`src/rtl/wm_phase_sequencer.sv`:
```
`default_nettype none
// ============================================================================
//  Module   : wm_phase_sequencer
//  Purpose  : Timed phase sequencer for the wash drum datapath
//             (fill, wash, drain, rinse, spin). Derives a tick from clk,
//             counts down each phase, drives pumps/motor/door lock and
//             reports lid and water-sensor timeout faults.
//  Option   : WM_PREWASH_EN - when defined, FILL exits to a 3-tick PREWASH
//             before WASH; when undefined, encoding 2 is never entered.
//  Ports    : clk, reset (async, active-high)
//             start/abort (pulses), pause (level), cycle_select[1:0],
//             spin_speed_select[1:0], water_full, water_empty, lid_closed
//             -> pump_fill, pump_drain, motor_on, motor_speed[1:0],
//                door_locked, phase[3:0], time_left[TIMER_W-1:0], busy,
//                done, fault, fault_code[1:0]
//  Revision : 1.0 - initial release
// ============================================================================
module wm_phase_sequencer #(
  parameter int TICK_DIV     = 100,
  parameter int TIMER_W      = 8,
  parameter int FILL_TIMEOUT = 30
) (
  input  logic               clk,
  input  logic               reset,
  input  logic               start,
  input  logic               pause,
  input  logic               abort,
  input  logic [1:0]         cycle_select,
  input  logic [1:0]         spin_speed_select,
  input  logic               water_full,
  input  logic               water_empty,
  input  logic               lid_closed,
  output logic               pump_fill,
  output logic               pump_drain,
  output logic               motor_on,
  output logic [1:0]         motor_speed,
  output logic               door_locked,
  output logic [3:0]         phase,
  output logic [TIMER_W-1:0] time_left,
  output logic               busy,
  output logic               done,
  output logic               fault,
  output logic [1:0]         fault_code
);

  typedef enum logic [3:0] {
    S_IDLE    = 4'd0,
    S_FILL    = 4'd1,
    S_PREWASH = 4'd2,
    S_WASH    = 4'd3,
    S_DRAIN   = 4'd4,
    S_RINSE   = 4'd5,
    S_SPIN    = 4'd6,
    S_DONE    = 4'd7,
    S_FAULT   = 4'd8
  } state_t;

  localparam logic [15:0]        c_presc_last = 16'(TICK_DIV - 1);
  localparam logic [TIMER_W-1:0] c_fill_to    = TIMER_W'(FILL_TIMEOUT);
  localparam logic [TIMER_W-1:0] c_one        = TIMER_W'(1);
  localparam logic [TIMER_W-1:0] c_rinse_len  = TIMER_W'(4);

  function automatic logic [TIMER_W-1:0] f_wash_len(input logic [1:0] sel);
    case (sel)
      2'b00:   return TIMER_W'(5);
      2'b01:   return TIMER_W'(10);
      2'b10:   return TIMER_W'(15);
      default: return TIMER_W'(8);
    endcase
  endfunction

  function automatic logic [TIMER_W-1:0] f_spin_len(input logic [1:0] sel);
    case (sel)
      2'b00:   return TIMER_W'(3);
      2'b01:   return TIMER_W'(5);
      default: return TIMER_W'(7);
    endcase
  endfunction

  state_t             r_state, w_state_nxt;
  logic [15:0]        r_presc, w_presc_nxt;
  logic [TIMER_W-1:0] r_time,  w_time_nxt;
  logic [1:0]         r_cyc,   w_cyc_nxt;
  logic [1:0]         r_spd,   w_spd_nxt;
  logic               r_abort, w_abort_nxt;
  logic [1:0]         r_fcode, w_fcode_nxt;

  logic w_active;
  logic w_tick;
  logic w_last;

  assign w_active = (r_state == S_FILL)  || (r_state == S_PREWASH) ||
                    (r_state == S_WASH)  || (r_state == S_DRAIN)   ||
                    (r_state == S_RINSE) || (r_state == S_SPIN);
  assign w_tick   = (r_presc == c_presc_last);
  assign w_last   = (r_time == c_one);

  always_ff @(posedge clk or posedge reset) begin
    if (reset) begin
      r_state <= S_IDLE;
      r_presc <= '0;
      r_time  <= '0;
      r_cyc   <= '0;
      r_spd   <= '0;
      r_abort <= 1'b0;
      r_fcode <= '0;
    end else begin
      r_state <= w_state_nxt;
      r_presc <= w_presc_nxt;
      r_time  <= w_time_nxt;
      r_cyc   <= w_cyc_nxt;
      r_spd   <= w_spd_nxt;
      r_abort <= w_abort_nxt;
      r_fcode <= w_fcode_nxt;
    end
  end

  always_comb begin
    w_state_nxt = r_state;
    w_presc_nxt = r_presc;
    w_time_nxt  = r_time;
    w_cyc_nxt   = r_cyc;
    w_spd_nxt   = r_spd;
    w_abort_nxt = r_abort;
    w_fcode_nxt = r_fcode;

    case (r_state)
      S_IDLE: begin
        w_presc_nxt = '0;
        w_time_nxt  = '0;
        w_abort_nxt = 1'b0;
        if (start) begin
          if (lid_closed) begin
            w_cyc_nxt   = cycle_select;
            w_spd_nxt   = spin_speed_select;
            w_state_nxt = S_FILL;
            w_time_nxt  = c_fill_to;
          end else begin
            w_state_nxt = S_FAULT;
            w_fcode_nxt = 2'b01;
          end
        end
      end

      S_DONE: begin
        w_presc_nxt = '0;
        w_time_nxt  = '0;
        w_state_nxt = S_IDLE;
      end

      S_FAULT: begin
        w_presc_nxt = '0;
        w_time_nxt  = '0;
        if (abort) begin
          w_state_nxt = S_IDLE;
          w_fcode_nxt = 2'b00;
        end
      end

      S_FILL, S_PREWASH, S_WASH, S_DRAIN, S_RINSE, S_SPIN: begin
        if (!lid_closed) begin
          w_state_nxt = S_FAULT;
          w_fcode_nxt = 2'b01;
          w_presc_nxt = '0;
          w_time_nxt  = '0;
        end else if (abort) begin
          // In DRAIN the abort only marks the program as cancelled; the
          // phase holds for that cycle and exits to IDLE once empty.
          w_abort_nxt = 1'b1;
          if (r_state != S_DRAIN) begin
            w_state_nxt = S_DRAIN;
            w_time_nxt  = c_fill_to;
            w_presc_nxt = '0;
          end
        end else if (!pause) begin
          w_presc_nxt = w_tick ? '0 : r_presc + 16'd1;
          if (w_tick) w_time_nxt = r_time - c_one;
          case (r_state)
            S_FILL: begin
              if (water_full) begin
`ifdef WM_PREWASH_EN
                w_state_nxt = S_PREWASH;
                w_time_nxt  = TIMER_W'(3);
`else
                w_state_nxt = S_WASH;
                w_time_nxt  = f_wash_len(r_cyc);
`endif
                w_presc_nxt = '0;
              end else if (w_tick && w_last) begin
                w_state_nxt = S_FAULT;
                w_fcode_nxt = 2'b10;
                w_time_nxt  = '0;
                w_presc_nxt = '0;
              end
            end
`ifdef WM_PREWASH_EN
            S_PREWASH: begin
              if (w_tick && w_last) begin
                w_state_nxt = S_WASH;
                w_time_nxt  = f_wash_len(r_cyc);
                w_presc_nxt = '0;
              end
            end
`endif
            S_WASH: begin
              if (w_tick && w_last) begin
                w_state_nxt = S_DRAIN;
                w_time_nxt  = c_fill_to;
                w_presc_nxt = '0;
              end
            end
            S_DRAIN: begin
              if (water_empty) begin
                if (r_abort) begin
                  w_state_nxt = S_IDLE;
                  w_abort_nxt = 1'b0;
                  w_time_nxt  = '0;
                end else begin
                  w_state_nxt = S_RINSE;
                  w_time_nxt  = c_rinse_len;
                end
                w_presc_nxt = '0;
              end else if (w_tick && w_last) begin
                w_state_nxt = S_FAULT;
                w_fcode_nxt = 2'b11;
                w_time_nxt  = '0;
                w_presc_nxt = '0;
              end
            end
            S_RINSE: begin
              if (w_tick && w_last) begin
                w_state_nxt = S_SPIN;
                w_time_nxt  = f_spin_len(r_spd);
                w_presc_nxt = '0;
              end
            end
            S_SPIN: begin
              if (w_tick && w_last) begin
                w_state_nxt = S_DONE;
                w_time_nxt  = '0;
                w_presc_nxt = '0;
              end
            end
            default: ;
          endcase
        end
      end

      default: begin
        w_state_nxt = S_IDLE;
        w_presc_nxt = '0;
        w_time_nxt  = '0;
      end
    endcase
  end

  // Actuators decode from the registered state; pause gates them off
  // combinationally while the door lock is held.
  always_comb begin
    pump_fill   = 1'b0;
    pump_drain  = 1'b0;
    motor_on    = 1'b0;
    motor_speed = 2'b00;
    door_locked = 1'b0;
    phase       = r_state;
    time_left   = r_time;
    busy        = (r_state != S_IDLE);
    done        = (r_state == S_DONE);
    fault       = (r_state == S_FAULT);
    fault_code  = r_fcode;

    if (w_active) begin
      door_locked = 1'b1;
      if (!pause) begin
        case (r_state)
          S_FILL:    pump_fill = 1'b1;
          S_PREWASH: motor_on  = 1'b1;
          S_WASH: begin
            motor_on    = 1'b1;
            motor_speed = (r_cyc == 2'b11) ? 2'b00 : 2'b01;
          end
          S_DRAIN:   pump_drain = 1'b1;
          S_RINSE: begin
            pump_fill = 1'b1;
            motor_on  = 1'b1;
          end
          S_SPIN: begin
            pump_drain  = 1'b1;
            motor_on    = 1'b1;
            motor_speed = (r_spd == 2'b11) ? 2'b10 : r_spd;
          end
          default: ;
        endcase
      end
    end else if (r_state == S_FAULT) begin
      // Keep the door shut while water remains in the drum.
      door_locked = !water_empty;
    end
  end

endmodule
`default_nettype wire

```
`config.mk`:
```
export PLATFORM = sky130hd
export DESIGN_NAME = wm_phase_sequencer
export DESIGN_NICKNAME = d
export VERILOG_FILES = /design/src/rtl/wm_phase_sequencer.sv
export SDC_FILE = /design/constraint.sdc
export NUM_CORES = 1
export LEC_CHECK = 0
export CAP_MARGIN = 20
export CORE_UTILIZATION = 35
export CTS_CLUSTER_DIAMETER = 30
export CTS_CLUSTER_SIZE = 10
export DETAILED_ROUTE_END_ITERATION = 8
export PLACE_DENSITY_LB_ADDON = 0.05
export SYNTH_ARGS = -nofsm -noshare
export SYNTH_HDL_FRONTEND = slang
export SYNTH_SLANG_ARGS = --single-unit
```
`constraint.sdc`:
```
create_clock -name clk -period 2.5 [get_ports clk]
set_input_delay 0.5 -clock clk [delete_from_list [all_inputs] [get_ports clk]]
set_output_delay 0.5 -clock clk [all_outputs]
set_load 0.005 [all_outputs]
```
==> run summary, run 1 <==
status - complete, no violations
number of I/O port buffers - 34
number of vias per cell after detailed routing - 5.451
Cells after Synth - 337
Global Route met1 Usage - 34.20%
DRC violation count after routing - 0
total wire length - 8181 microns
hold slack final - 0.4970 ns
leakage power total - 1.437 nW
Hold Startpoint - fault_code[1]
Startpoint Class - register
global-route total usage across every layer - 22.64%
endpoint arrival time on the critical path - 1.93 ns
area share of the leading cell type in the synthesized netlist - 33.07%
final cell utilization of the core - 48.30%
Final #Nets - 424
Worst-Margin Slew - 0.6530 ns
met2 usage - 33.50%
start of the worst register-to-register path - r_presc[0]
sequential cell area fraction in the yosys report - 33.07%
most used routing layer - met1
clock sinks - 35
Post-CTS Hold Fix Bufs - 0
deepest clock path buffer count - 2
Post-Syn Area - 0.002649 sq mm
pin count of the biggest net entering global routing - 36
Synth Area per Inst - 7.860 sq um
headroom to the max-slew limit - 56.21%
worst-case reg-to-reg path depth - 7
total chip power - 2.827 mW
clock latency at the later pin of the worst-skew pair - 0.29 ns
remaining antenna violation count after routing - 0
vias in the first global route - 2589
Post-Syn Nets - 355
max-slew violation count - 0
RSZ-0062 raised after global routing - false
clock root buffer - clkbuf_8
post-CTS clock slew at the launch and capture registers of the worst setup and hold paths - 0.08 ns
Post-synth top cells - nor2_1 (45), dfrtp_1 (35), nand2_1 (28)
Hold Fails Final Rpt - 0
number of enable-type register cells in the synthesized netlist - 0
clock tree from TritonCTS - built
final critical-path share of the clock period - 97.23%
Max Clk Rate - 411.4 MHz
most common cell in the netlist - nor2_1
type of the most critical hold path - register to register
number of vias after detailed routing - 2758
diode insertion count for antenna repair - 0
overall die width - 89.00 microns
H-tree level count - 2
Total Die Area - 0.007920 sq mm
Max Fanout on Critical Path - 9
wire length of the first global-routing pass - 13550 microns
total power divided by cell area - 802.6 mW/mm^2
cell type with the largest total area after synthesis - dfrtp_1
critical register-to-register path endpoint - time_left[1]
Distinct cells, synth - 53
detailed placer's ending HPWL - 6113 microns
router iterations before antenna repair - 4
final standard cell area without fillers - 0.003522 sq mm
number of standard-cell rows in the floorplan - 31
kind of critical path - register to output port
area added between synthesis and finish - 32.97%
CTS buffer count - 5
total of warnings raised by yosys - 0
Peak VDD IR - 0.0004056 V
Max Clock Skew - 0.007031 ns
RePlAce Congestion - 0.9083
wire length per cell after detailed routing - 16.17 microns
Post-DP Area - 0.003391 sq mm
count of final setup violators - 0
global-route track usage on met3 - 2.770%
number of antenna violations at the first check in global routing - 0
Async SR Flop Fraction - 100.0%
clock period minus worst slack - 2.431 ns
number of I/O pins - 35
Sum Neg Setup Slack - 0 ns
sum of overflow across all layers after global routing - 0
Yosys reg bits - 35
effective utilization at floorplan - 36.32%
biggest area contributors in the synthesized netlist - dfrtp_1 (33%), nor2_1 (6.4%), xnor2_1 (5.0%), nand2_1 (4.0%), nor3_1 (3.8%)
worst hold path stage count - 1
capture endpoint of the worst hold path - fault_code[1]
Iter 0 DRT Violations - 266
reg-to-reg slack, setup - 0.22 ns
die height - 89.00 microns
dominant register cell in the synthesized netlist - dfrtp_1
kind of end point of the critical path - output port
share of layout cells above drive strength 1 - 17.94%
area of the core - 0.007292 sq mm
Crit path required time - 2.00 ns
max-capacitance violation count - 0
[state kept, by name (all words and copies together), names as in the netlist]
name	count
time_left	8
fault_code	2
phase	4
r_presc	16
r_cyc	2
r_abort	1
r_spd	2
[cells by family (layout without fill, tap and decap cells)]
group	Yosys count	count (layout)	share of synthesized area [%]
AND/OR/NAND/NOR	170	170	33.96
multiplexers	5	5	1.984
AO/OA/AOI/OAI	70	70	16.72
buffers and inverters	33	103	5.479
XOR/XNOR	18	18	5.952
adder cells (fa/ha/maj)	6	6	2.834
flip-flops	35	35	33.07
[how the worst max path moves through the flow]
stage,from,to
floorplan,abort,phase[3]
CTS,phase[1],busy
finish,phase[1],busy
detailed placement,lid_closed,time_left[6]
global placement,lid_closed,time_left[6]
global route,phase[1],busy
[through the flow]
step	worst slack, ns	std cells
finish	0.06935	506
global route	0.00006839	506
CTS	0.01545	505
detailed placement	-0.2173	497
global placement	-0.2814	497
floorplan	0.2221	337
[critical path: stages (launching register included)]
cell             delay (ns)
dfrtp_2                0.49
buf_4                  0.18
nor4_4                 0.34
buf_4                  0.17
inv_1                  0.03
clkdlybuf4s50_1        0.43
[routing by layer]
metal,vias to the layer above,part of all wire [%],wire (microns)
li1,1351,-,-
met1,1285,50,4051
met2,111,43,3522
met3,11,5.8,478
met4,0,1.6,128
met5,-,0,0
[where the power goes]
part | internal [mW] | switching, mW | total, mW
sequential | 0.669 | 0.130 | 0.800
combinational | 0.767 | 0.833 | 1.60
clock | 0.195 | 0.231 | 0.426
[area by class of cell]
type | count | area (sq um)
fillers | 743 | 3770
multi-input cells | 269 | 1663
flip-flops and latches | 35 | 878.3
repair buffers | 81 | 719.4
well taps | 99 | 123.9
clock buffers | 6 | 72.57
inverters | 14 | 52.55
clock inverters | 2 | 12.51
[placed cells by master (no fill, tap or decap), drive strengths merged, types with 3 or more instances in the layout]
master / Yosys / layout
nand2b: 8 / 8
or3: 6 / 6
a21oi: 17 / 17
nor4: 5 / 5
nor3b: 4 / 4
inv: 14 / 14
dfrtp: 35 / 35
nor3: 22 / 22
nor2: 45 / 45
nand3b: 3 / 3
clkdlybuf4s50: 0 / 32
buf: 7 / 47
or2: 3 / 3
mux2i: 3 / 3
nand4: 6 / 6
clkbuf: 12 / 6
ha: 6 / 6
xnor2: 15 / 15
o22ai: 5 / 5
xor2: 3 / 3
nand3: 12 / 12
nor2b: 5 / 5
o31ai: 4 / 4
nand2: 28 / 28
nor4b: 4 / 4
o21ai: 22 / 22
and3: 8 / 8
a211oi: 4 / 4
[repair_timing]
action | in CTS | in global routing
pin swaps | 0 | 1
gates resized for setup | 5 | 6
setup buffers | 0 | 1
setup endpoints to repair | 3 | 8
No activity file was read; power rests on OpenSTA's default activity.
==> inputs of run 2 (changes only) <==
ABC_AREA = 1   (was default)
DONT_BUFFER_PORTS = 1   (was default)
==> run summary, run 2 <==
Cells after Synth - 420 (was 337)
clock period minus worst slack - 2.237 ns (was 2.431 ns)
number of vias after detailed routing - 2536 (was 2758)
total chip power - 2.566 mW (was 2.827 mW)
H-tree level count - 2 (unchanged)
Yosys reg bits - 35 (unchanged)
Sum Neg Setup Slack - 0 ns (unchanged)
area added between synthesis and finish - 6.499% (was 32.97%)
Post-CTS Hold Fix Bufs - 0 (unchanged)
DRC violation count after routing - 0 (unchanged)
hold slack final - 0.2090 ns (was 0.4970 ns)
Async SR Flop Fraction - 100.0% (unchanged)
dominant register cell in the synthesized netlist - dfrtp_1 (unchanged)
Post-Syn Area - 0.002734 sq mm (was 0.002649 sq mm)
area of the core - 0.007408 sq mm (was 0.007292 sq mm)
cell type with the largest total area after synthesis - dfrtp_1 (unchanged)
die height - 90.38 microns (was 89.00 microns)
RePlAce Congestion - 0.8788 (was 0.9083)
Post-Syn Nets - 438 (was 355)
reg-to-reg slack, setup - 0.45 ns (was 0.22 ns)
Peak VDD IR - 0.0002105 V (was 0.0004056 V)
cells resized by post-CTS repair - 0 (was 5)
Crit path required time - 2.00 ns (about the same)
final critical-path share of the clock period - 89.47% (was 97.23%)
Worst-Margin Slew - 0.6011 ns (was 0.6530 ns)
kind of critical path - register to output port (unchanged)
number of enable-type register cells in the synthesized netlist - 0 (unchanged)
pin count of the biggest net entering global routing - 36 (unchanged)
Startpoint Class - register (unchanged)
max-capacitance violation count - 0 (unchanged)
post-CTS clock slew at the launch and capture registers of the worst setup and hold paths - 0.08 ns (about the same)
Distinct cells, synth - 38 (was 53)
Post-synth top cells - nand2_1 (113), nor2_1 (61), inv_1 (59) (was nor2_1 (45), dfrtp_1 (35), nand2_1 (28))
cell-by-cell listing of the critical path - inv_2, nand2_4, nor3_1, inv_1, o21ai_0 (was buf_4, nor4_4, buf_4, inv_1, clkdlybuf4s50_1)
status - complete, no violations (unchanged)
Max Clk Rate - 447.1 MHz (was 411.4 MHz)
number of I/O port buffers - 0 (was 34)
sequential cell area fraction in the yosys report - 32.04% (was 33.07%)
wire length of the first global-routing pass - 12320 microns (was 13550 microns)
slowest stage cell, crit path - dfrtp_1 (was dfrtp_2)
max-slew violation count - 0 (unchanged)
share of layout cells above drive strength 1 - 8.531% (was 17.94%)
diode insertion count for antenna repair - 0 (unchanged)
clock latency at the later pin of the worst-skew pair - 0.29 ns (about the same)
leakage power total - 1.445 nW (was 1.437 nW)
detailed placer's ending HPWL - 5568 microns (was 6113 microns)
wire length per cell after detailed routing - 13.79 microns (was 16.17 microns)
number of flip-flops under the largest register name - 16 (unchanged)
Synth Area per Inst - 6.509 sq um (was 7.860 sq um)
number of standard-cell rows in the floorplan - 31 (unchanged)
most common cell in the netlist - nand2_1 (was nor2_1)
effective utilization at floorplan - 36.90% (was 36.32%)
count of final setup violators - 0 (unchanged)
Total Die Area - 0.008169 sq mm (was 0.007920 sq mm)
largest register by flop count - r_presc (unchanged)
RSZ-0062 raised after global routing - false (unchanged)
biggest area contributors in the synthesized netlist - dfrtp_1 (32%), nand2_1 (16%), nor2_1 (8.4%), inv_1 (8.1%), nand3_1 (7.1%) (was dfrtp_1 (33%), nor2_1 (6.4%), xnor2_1 (5.0%), nand2_1 (4.0%), nor3_1 (3.8%))
total power divided by cell area - 881.4 mW/mm^2 (was 802.6 mW/mm^2)
router iterations before antenna repair - 4 (unchanged)
total of warnings raised by yosys - 0 (unchanged)
number of antenna violations at the first check in global routing - 0 (unchanged)
sum of overflow across all layers after global routing - 0 (unchanged)
clock tree from TritonCTS - built (unchanged)
final cell utilization of the core - 39.30% (was 48.30%)
Final #Nets - 440 (was 424)
clock root buffer - clkbuf_8 (unchanged)
clock sinks - 35 (unchanged)
area share of the leading cell type in the synthesized netlist - 32.04% (was 33.07%)
slowest stage delay, CP - 0.47 ns (was 0.49 ns)
number of I/O pins - 35 (unchanged)
buffers inserted during post-CTS setup optimization - 0 (unchanged)
slack of the critical path - 0.2634 ns (was 0.06935 ns)
overall die width - 90.38 microns (was 89.00 microns)
Hold Fails Final Rpt - 0 (unchanged)
leading cell types in the layout, fill and taps excluded - nand2_1 (113), nor2_1 (61), inv_1 (59), nand3_1 (39), dfrtp_1 (35) (was buf_4 (45), nor2_1 (44), dfrtp_1 (33), clkdlybuf4s50_1 (32), nand2_1 (28))
endpoint arrival time on the critical path - 1.74 ns (was 1.93 ns)
vias in the first global route - 2543 (was 2589)
headroom to the max-slew limit - 59.62% (was 56.21%)
Max Fanout on Critical Path - 6 (was 9)
kind of end point of the critical path - output port (unchanged)
deepest clock path buffer count - 2 (unchanged)
type of the most critical hold path - input pin to asynchronous set/reset pin (was register to register)
CTS buffer count - 5 (unchanged)
global-route total usage across every layer - 18.66% (was 22.64%)
total wire length - 7187 microns (was 8181 microns)
remaining antenna violation count after routing - 0 (unchanged)
Max Clock Skew - 0.01367 ns (was 0.007031 ns)
Iter 0 DRT Violations - 87 (was 266)
number of vias per cell after detailed routing - 4.868 (was 5.451)
most frequent standard cell in the layout excluding fill and tap cells - nand2_1 (was buf_4)
pre-CTS worst setup slack - 0.4690 ns (was -0.2173 ns)
[run 2: changes by cell type in the layout (fill, tap and decap cells not counted), moves of 5 or more]
cell and delta:
and3_1 -8, inv_1 +45, nand2b_1 -7, nand2_1 +85
o21ai_0 -6, buf_4 -44, clkdlybuf4s50_1 -32, nor3_1 -8
nand3_1 +27, o21ai_1 +5, or3_1 -6, nor2b_1 -5
nor2_1 +17, xnor2_1 -14
[run 2: worst paths after layout]
path / start / end / cells past startpoint
setup / recovery: phase[0] / door_locked / 5
hold / removal: reset / fault_code[0] / 2
setup reg to reg: phase[1] / r_presc[6] / 13
hold reg to reg: r_presc[0] / r_presc[0] / 1
max in group asynchronous: reset / r_cyc[0] / 2
min in group clk: cycle_select[1] / r_cyc[1] / 2
[run 2: area by class of cell]
cell class	instances	area [sq um]
Clock inverter	1	5.005
Fill cell	840	4497
Clock buffer	6	82.58
Multi-Input combinational cell	315	1574
Sequential cell	35	875.8
Inverter	64	242.7
Tap cell	99	123.9
Timing Repair Buffer	1	7.507
[run 2: kinds of logic (layout without fill, tap and decap cells)]
| family | Yosys count | in the layout | share of synthesized area (%) |
|---|---|---|---|
| AND/OR/NAND/NOR | 251 | 251 | 42.15 |
| buffers and inverters | 70 | 72 | 10.39 |
| AO/OA/AOI/OAI | 52 | 52 | 10.76 |
| flip-flops | 35 | 35 | 32.04 |
| adder cells (fa/ha/maj) | 6 | 6 | 2.746 |
| XOR/XNOR | 6 | 6 | 1.922 |
[run 2: where the power goes]
group | switching, mW | internal [mW] | total [mW]
clock | 0.212 | 0.217 | 0.428
combinational | 0.905 | 0.423 | 1.33
sequential | 0.133 | 0.676 | 0.809
total | 1.25 | 1.32 | 2.57
[run 2: critical path, delay by kind of cell (launching register included)]
kind                   cells  cell delay (ns)
flip-flops                 1             0.47
AO/OA/AOI/OAI              1             0.23
AND/OR/NAND/NOR            2             0.46
buffers and inverters      2             0.29
[run 2: metal layers]
| metal | GRT usage [%] | part of all wire (%) |
|---|---|---|
| met5 | 0 | 0 |
| met4 | 4.973 | 1.2 |
| met3 | 3.030 | 3.3 |
| met2 | 31.93 | 47 |
| met1 | 24.30 | 48 |
[run 2: through the flow]
step / cell area, sq um / cells
after global routing: 2912 / 521
after CTS: 2912 / 521
after global placement: 2824 / 514
final: 2912 / 521
after detailed placement: 2824 / 514
after floorplan: 2734 / 420
